<file path="src/rtl/alu_exec_stage.sv">
// ALU execute stage: single-cycle logic/arith/shift ops plus a fixed-latency
// iterative shift-add multiplier, with valid/ready handshakes on both sides
// and a registered writeback result.
module alu_exec_stage #(
   parameter int WIDTH      = 32,
   parameter int REG_ADDR_W = 5
) (
   input  logic                  clk,
   input  logic                  reset,
   input  logic                  in_valid,
   output logic                  in_ready,
   input  logic [3:0]            alu_control,
   input  logic                  regwrite_control,
   input  logic [WIDTH-1:0]      rs1_data,
   input  logic [WIDTH-1:0]      rs2_data,
   input  logic [REG_ADDR_W-1:0] rd_addr,
   output logic                  out_valid,
   input  logic                  out_ready,
   output logic [WIDTH-1:0]      result,
   output logic [REG_ADDR_W-1:0] out_rd_addr,
   output logic                  out_regwrite,
   output logic                  out_zero,
   output logic                  out_illegal
);

   localparam int SHW = $clog2(WIDTH);
   localparam int CW  = SHW + 1;

   localparam logic [3:0] OP_AND = 4'b0000;
   localparam logic [3:0] OP_OR  = 4'b0001;
   localparam logic [3:0] OP_ADD = 4'b0010;
   localparam logic [3:0] OP_SLL = 4'b0011;
   localparam logic [3:0] OP_SUB = 4'b0100;
   localparam logic [3:0] OP_SRL = 4'b0101;
   localparam logic [3:0] OP_MUL = 4'b0110;
   localparam logic [3:0] OP_XOR = 4'b0111;

   typedef enum logic [1:0] {
      S_IDLE,
      S_MUL,
      S_HOLD
   } state_t;

   state_t                r_state;
   state_t                w_next_state;
   logic [WIDTH-1:0]      r_result;
   logic [REG_ADDR_W-1:0] r_rd_addr;
   logic                  r_regwrite;
   logic                  r_zero;
   logic                  r_illegal;
   logic [WIDTH-1:0]      r_mcand;
   logic [WIDTH-1:0]      r_mplier;
   logic [WIDTH-1:0]      r_acc;
   logic [CW-1:0]         r_count;

   logic                  w_accept;
   logic                  w_is_mul;
   logic                  w_illegal;
   logic                  w_regwrite;
   logic [SHW-1:0]        w_shamt;
   logic [WIDTH-1:0]      w_alu_result;
   logic [WIDTH-1:0]      w_mul_acc_next;
   logic                  w_mul_last;

   // Handshake: accept only when empty, or when the held result leaves this cycle.
   assign in_ready  = !reset && ((r_state == S_IDLE) || ((r_state == S_HOLD) && out_ready));
   assign out_valid = (r_state == S_HOLD);
   assign w_accept  = in_valid && in_ready;

   assign w_is_mul   = (alu_control == OP_MUL);
   assign w_illegal  = alu_control[3];
   assign w_regwrite = regwrite_control && (rd_addr != '0) && !w_illegal;
   assign w_shamt    = rs2_data[SHW-1:0];

   assign w_mul_acc_next = r_acc + (r_mplier[0] ? r_mcand : '0);
   assign w_mul_last     = (r_count == CW'(1));

   // Single-cycle ALU result; MUL and illegal codes yield 0 here.
   always_comb begin
      // NOTE: default first so every path assigns the output and no latch is inferred.
      w_alu_result = '0;
      case (alu_control)
         OP_AND:  w_alu_result = rs1_data & rs2_data;
         OP_OR:   w_alu_result = rs1_data | rs2_data;
         OP_ADD:  w_alu_result = rs1_data + rs2_data;
         OP_SLL:  w_alu_result = rs1_data << w_shamt;
         OP_SUB:  w_alu_result = rs1_data - rs2_data;
         OP_SRL:  w_alu_result = rs1_data >> w_shamt;
         OP_XOR:  w_alu_result = rs1_data ^ rs2_data;
         default: w_alu_result = '0;
      endcase
   end

   // Next-state logic for IDLE / MUL / HOLD.
   always_comb begin
      w_next_state = r_state;
      case (r_state)
         S_IDLE: begin
            if (w_accept) w_next_state = w_is_mul ? S_MUL : S_HOLD;
         end
         S_MUL: begin
            if (w_mul_last) w_next_state = S_HOLD;
         end
         S_HOLD: begin
            if (out_ready) begin
               if (w_accept) w_next_state = w_is_mul ? S_MUL : S_HOLD;
               else          w_next_state = S_IDLE;
            end
         end
         default: w_next_state = S_IDLE;
      endcase
   end

   // State, output registers and multiplier datapath.
   always_ff @(posedge clk) begin
      // NOTE: non-blocking assignments so every register samples pre-edge values.
      if (reset) begin
         r_state    <= S_IDLE;
         r_result   <= '0;
         r_rd_addr  <= '0;
         r_regwrite <= 1'b0;
         r_zero     <= 1'b0;
         r_illegal  <= 1'b0;
         r_mcand    <= '0;
         r_mplier   <= '0;
         r_acc      <= '0;
         r_count    <= '0;
      end else begin
         r_state <= w_next_state;
         if (w_accept) begin
            r_rd_addr  <= rd_addr;
            r_regwrite <= w_regwrite;
            r_illegal  <= w_illegal;
            if (w_is_mul) begin
               r_mcand  <= rs1_data;
               r_mplier <= rs2_data;
               r_acc    <= '0;
               r_count  <= CW'(WIDTH);
            end else begin
               r_result <= w_alu_result;
               r_zero   <= (w_alu_result == '0);
            end
         end else if (r_state == S_MUL) begin
            r_acc    <= w_mul_acc_next;
            r_mcand  <= r_mcand << 1;
            r_mplier <= r_mplier >> 1;
            r_count  <= r_count - CW'(1);
            if (w_mul_last) begin
               r_result <= w_mul_acc_next;
               r_zero   <= (w_mul_acc_next == '0);
            end
         end
      end
   end

   assign result       = r_result;
   assign out_rd_addr  = r_rd_addr;
   assign out_regwrite = r_regwrite;
   assign out_zero     = r_zero;
   assign out_illegal  = r_illegal;

endmodule

</file>
<file path="config.mk">
export PLATFORM = sky130hd
export DESIGN_NAME = alu_exec_stage
export DESIGN_NICKNAME = d
export VERILOG_FILES = /design/src/rtl/alu_exec_stage.sv
export SDC_FILE = /design/constraint.sdc
export NUM_CORES = 1
export LEC_CHECK = 0
export CELL_PAD_IN_SITES_DETAIL_PLACEMENT = 0
export CELL_PAD_IN_SITES_GLOBAL_PLACEMENT = 2
export CORE_UTILIZATION = 38
export DETAILED_ROUTE_END_ITERATION = 8
export HOLD_SLACK_MARGIN = 0.03
export MAX_ROUTING_LAYER = met4
export PLACE_DENSITY = 0.87
export SETUP_SLACK_MARGIN = 0.1
export SYNTH_ARGS = -nofsm -noshare
export SYNTH_HDL_FRONTEND = slang
export SYNTH_SLANG_ARGS = --single-unit
</file>
<file path="constraint.sdc">
create_clock -name clk -period 10 [get_ports clk]
set_input_delay 2 -clock clk [delete_from_list [all_inputs] [get_ports clk]]
set_output_delay 2 -clock clk [all_outputs]
set_load 0.02 [all_outputs]
</file>
Word level (Yosys, flattened, before mapping):

Index checks and enable logic that the tools add are counted.

* bits in registers: 144
* bits of input ports: 78
* output and inout port bits: 42
* word-level logic and storage cells: 80

* add/sub/neg operators: 4
* eq/ne operators: 15
* shift-type cells: 2
* multiplexer cells: 28
* bitwise logic cells: 3
* reductions and logical operators: 18

Operator list (count)
* two-way mux 32 bit: 14
* case mux 32 bit (7 select lines): 1
* adder 32 bit: 2
* logical NOT 32 bit: 2
* AND 32 bit: 1
* bitwise OR 32 bit: 1
* << shifter 32 x 5 -> 32 bit: 1
* right shift 32 x 5 -> 32 bit: 1
* subtractor 32 bit: 1
* XOR 32 bit: 1
* two-way mux 6 bit: 3
* equality test 4 x 3 -> 1 bit (second input constant): 4
* two-way mux 2 bit: 5
* equality test 4 x 2 -> 1 bit (second input constant): 2
* equality test 6 x 1 -> 1 bit (second input constant): 1
* inequality test 2 bit (second input constant): 3
* case mux 2 bit (3 select lines): 1
* AND reduction 3 bit: 2
* subtractor 6 x 1 -> 6 bit (second input constant): 1
* logical AND 1 bit: 5
* nonzero test 5 bit: 1
* equality test 4 x 1 -> 1 bit (second input constant): 1
* logical NOT 4 bit: 1
* two-way mux 1 bit: 4
* 8 further kinds: 11

Depth between registers and ports, before layout:

* word-level depth: 8
* depth in mapped cells: 25
* mapped depth without buffers: 20

Worst setup path after synthesis:

No wires, ideal clock.

* path kind: input -> register
* from: in rs2_data[0]
* to: reg r_zero (netlist: out_zero)
* library setup time: 0.073 ns
* arrival: 7.241 ns
* data required time: 9.927 ns
* path slack: 2.685 ns
* cell stages on the path: 22
* buffers on the path: 5
* cell sequence: buf_2 > inv_2 > buf_2 > buf_1 > buf_2 > ha_1 > nand4_1 > or3_1 > nor2_1 > a41oi_1 > xnor2_1 > ha_1 > clkbuf_1 > nand4_1 > o41ai_1 > mux2_2 > a211oi_1 > o311ai_0 > nor4_1 > nor4bb_1 > nand2_1 > o211ai_2

* word-level cells in the longest chain between the ends: 5
* elaborated cells between the ends (all ways): 11
* classes of those cells: 2 x add/sub; 2 x shift; 3 x mux; 3 x bitwise; 1 x reduce/logical

Ends and longest elaborated chain
* start: declaration: line 15 `input logic [WIDTH-1:0] rs2_data,`
* subtractor 32 bit, or another cell as far along: line 87 `OP_SUB: w_alu_result = rs1_data - rs2_data;`
* case mux 32 bit (7 select lines) *: line 82 `case (alu_control)`
* logical NOT 32 bit *: line 141 `r_zero <= (w_alu_result == '0);`
* two-way mux 1 bit *: line 134 `if (w_is_mul) begin`
* two-way mux 1 bit *: line 130 `if (w_accept) begin`
* end signal: assignment: line 141
* end signal: assignment: line 150 `r_zero <= (w_mul_acc_next == '0);`
* end: declaration: line 49 `logic r_zero;`

Mark *: on every way between the ends. The rest lies on a longest branch, timed or not. The select of a mux whose other input is x is not followed.
A chain may end at the register's enable or synchronous reset.

Final worst setup path:

* from: in alu_control[2]
* to: reg r_zero (netlist: out_zero)

* word-level cells in the longest chain between the ends: 5
* elaborated cells between the ends (all ways): 14
* classes of those cells: 8 x eq/ne; 3 x mux; 3 x reduce/logical

Ends and longest elaborated chain
* start: declaration: line 12 `input logic [3:0] alu_control,`
* equality test 4 x 3 -> 1 bit, or another cell as far along: line 82
* case mux 32 bit (7 select lines): line 82
* logical NOT 32 bit: line 141
* two-way mux 1 bit: line 134
* two-way mux 1 bit: line 130

Parallel ways exist; a longest one is shown, timed or not. The select of a mux whose other input is x is not followed.

==> impl_metrics.yaml <==
floorplanning:
  fp.coreArea_mm2: 0.0423
  die_area_mm2: 0.0442
  initial_core_util_pct: 38.9
  rows: 75
  die_width_um: 210
  die_h_um: 210
  ios: 120
detailed_routing:
  wl_per_cell_um: 27.0
  drc: 0
  vias: 18100
  drt_iter0_markers: 2003
  antenna_left: 0
  dr.pass1.iters: 6
  routed_wl_mm: 76.7
  avgViaCountPerCell: 6.36
yosys:
  yosysWarnings: 0
  yosysSeqAreaShare_pct: 17.5
  syn-cell-area_mm2: 0.0165
  synthMuxAreaShare_pct: 11.6
  postSynthCellCount: 2261
  synth-simple-area-share_pct: 23.5
  synthAdderAreaFrac_pct: 10.1
  synth_area_per_cell_um2: 7.28
  async_flop_share_pct: 0
  ys_seq_elements: 144
  synthesis.nets: 2471
  ys_types: 84
  synth_edf_count: 0
  synth_top_family_by_area: "compound AO/OA/AOI/OAI gates"
  synth-compound-area-share_pct: 26.3
  synthFlopType: "dfxtp_1"
  synthXorXnorAreaFrac_pct: 4.25
placed_design:
  dp_hpwl_mm: 56.9
  port_buffers: 119
  place_congestion: 1.05
  dp_slack_ns: 2.14
  placed_cells: 2811
cts:
  clk_pin_slew_ns: 0.07
  cts_tree: "built"
  htreeDepth: 4
  root_buffer: "clkbuf_16"
  cts_setup_buffers: 0
  clkLatencyLatePin_ns: 0.48
  cts_max_path_buffers: 2
  cts_sinks: 144
  numCtsBuffers: 17
  ctsHoldBuffers: 0
  post_cts_resized: 0
global_route:
  grtUsageMet2_pct: 53.6
  grtUsageMet1_pct: 44.7
  overflow: 0
  top_usage_layer: "met2"
  grt_max_degree: 125
  antenna_found_initial: 1
  grt_pass1_vias: 17200
  grtUsageTotal_pct: 35.6
  grt_pass1_wl_mm: 113
  globalRouteMet3Util_pct: 6.63
worst_setup_path:
  r2r_slack_ns: 5.17
  criticalPathCategory: "input pin to register"
  end_kind: "register"
  worst_r2r_path_depth: 14
  startpoint_type: "input pin"
  crit_fanout: 20
  worstPathRequired_ns: 10.41
  critical_path_arrival_ns: 8.01
  r2r-start: "r_mplier[0]"
  r2r_end: "out_zero"
run_status:
  outcome: "finished, final reports clean"
hold_path:
  holdPathStages: 2
  worstHoldStart: "result[3]"
  whs_endpoint: "result[3]"
  min_path_type: "register to register"
pwr:
  leakage_nw: 7.11
  p_int_w: 0.00122
  pwr_density_cell_mw_per_mm2: 108
  swShare_pct: 39.1
  p_comb_share_pct: 36.3
  ir_drop_mv: 0.0977
  clkPwrFrac_pct: 33.5
  power_switching_w: 0.000782
  seqPwrFrac_pct: 30.2
sta:
  tns_ns: 0
  tightest_slew_ns: 1.20
  fin_ws_ns: 2.39
  period_minus_slack_ns: 7.61
  setup_violations: 0
  hold_slack_ns: 0.454
  slew_headroom_pct: 19.6
  timing.fmax_mhz: 131
  fin_worst_skew_ns: 0.0108
  finalHoldViolations: 0
  timing.final.crit_share_pct: 76.1
  drv_slew: 0
  rsz0062_at_grt: "no"
cells_and_area:
  fin_nets: 2463
  syn_to_final_growth_pct: 12.8
  diodes: 0
  stdcell_count: 2843
  final_layout_size_suffix_gt1_share_pct: 7.63
run:
  maxCapViolCount: 0
==> registers in the layout, summed over array words and instances (netlist names) <==
| name | cells |
|---|---|
| out_illegal | 1 |
| r_state | 2 |
| r_count | 6 |
| r_acc | 32 |
| out_rd_addr | 5 |
| r_mplier | 32 |
| result | 32 |
| r_mcand | 32 |
| out_zero | 1 |
| out_regwrite | 1 |
==> power groups by stage <==
stage | combinational (W) | clock, W | sequential (W)
floorplan | 0.000427 | 0 | 0.000621
global placement | 0.000704 | 0 | 0.000617
detailed placement | 0.000701 | 0 | 0.000617
CTS | 0.000705 | 0.000686 | 0.000604
global route | 0.000766 | 0.000709 | 0.000606
finish | 0.000725 | 0.000669 | 0.000605
==> synthesized netlist by cell type (15+ instances only) <==
cell,n,area share [%]
nand3_1,63,1.9
o21ai_0,95,2.9
buf_1,20,0.46
a311oi_1,70,3.7
mux2_2,16,1.1
a211oi_1,34,1.5
inv_1,85,1.9
dfxtp_1,144,18
a21oi_1,167,5.1
nor2_1,281,6.4
o211ai_1,36,1.6
xnor2_1,56,3.0
nor3_1,37,1.1
buf_2,22,0.67
o31ai_1,15,0.68
or3_1,16,0.61
and2_1,37,1.4
nand2_1,319,7.3
a31oi_1,24,0.91
a22oi_1,33,1.5
o21a_1,18,0.82
nand2b_1,19,0.72
xor2_1,24,1.3
a21o_1,23,1.0
nand4_1,18,0.68
ha_1,130,9.9
clkbuf_1,143,3.3
mux4_2,53,7.2
mux2i_1,53,3.2
==> metal layers <==
metal | share of wire [%] | vias up
met5 | 0 | -
met4 | 6.1 | 0
met3 | 8.2 | 216
met2 | 44 | 935
met1 | 42 | 8678
li1 | - | 8250
==> final cells by class <==
| class | instances | area [um^2] |
|---|---|---|
| fill | 4392 | 23700 |
| multi-input combinational | 1838 | 12500 |
| sequential | 144 | 2880 |
| timing repair buffer | 164 | 1520 |
| tap | 577 | 722 |
| clock buffer | 17 | 425 |
| inverter | 88 | 330 |
| clock inverter | 15 | 176 |
==> placed cells by master, fill, tap and decap left out, drive strengths merged, types with 8 or more instances in the layout <==
master         netlist  final
nand2              319    319
nor2               281    281
a21oi              167    167
dfxtp              144    144
ha                 130    130
clkdlybuf4s50        0    113
o21ai              103    103
inv                 87     94
a311oi              70     70
nand3               63     63
xnor2               56     56
mux2i               53     53
mux4                53     53
buf                 48     51
nor3                37     37
and2                37     37
o211ai              37     37
a211oi              35     35
a22oi               33     33
a31oi               24     24
xor2                24     24
a21o                23     23
nand2b              19     19
nand4               18     18
o21a                18     18
clkbuf             143     17
mux2                17     17
or3                 16     16
o31ai               15     15
nor2b               14     14
and3                13     13
nor4                13     13
o221ai              12     12
o22ai               11     11
o2111ai              8      8
a221oi               8      8
==> cells by family after synthesis <==
family                     after synthesis
DFF                                    144
AOI/OAI and AO/OA                      639
adders and majority gates              132
xor gates and xnor gates                80
and+or+nand+nor                        864
buffers and inverters                  279
muxes                                  123
==> critical path: stages <==
cell             delay (ns)
clkdlybuf4s50_1        0.98
nand2b_1               0.24
or3_1                  0.68
nand2_1                0.16
o21ai_0                0.17
fa_1                   0.45
nand2b_1               0.18
a21oi_1                0.41
o31ai_1                0.18
o41ai_1                0.39
buf_4                  0.23
mux2_2                 0.33
a211oi_1               0.32
o311ai_0               0.22
nor4_1                 0.57
nor4bb_1               0.29
nand2_1                0.11
o211ai_2               0.08
==> stage by stage <==
stage	power [W]	instance area [um^2]	utilization, %
finish	0.00200	18600	43.9
global route	0.00208	18600	43.9
CTS	0.00199	18600	43.9
detailed placement	0.00132	18000	42.5
global placement	0.00132	18000	42.5
floorplan	0.00105	16500	-
==> worst max path at each step <==
| stage | end | start | slack, ns | cells after the start |
|---|---|---|---|---|
| 2_1_floorplan | out_zero | rs2_data[0] | 2.69 | 22 |
| 3_3_place_gp | out_zero | rs2_data[0] | 2.20 | 20 |
| 3_5_place_dp | out_zero | alu_control[2] | 2.14 | 18 |
| 4_1_cts | out_zero | alu_control[2] | 2.65 | 18 |
| 5_1_grt | out_zero | alu_control[2] | 2.18 | 18 |
| 6_report | out_zero | alu_control[2] | 2.39 | 18 |
Note: power is estimated with default switching activity, not from simulation.
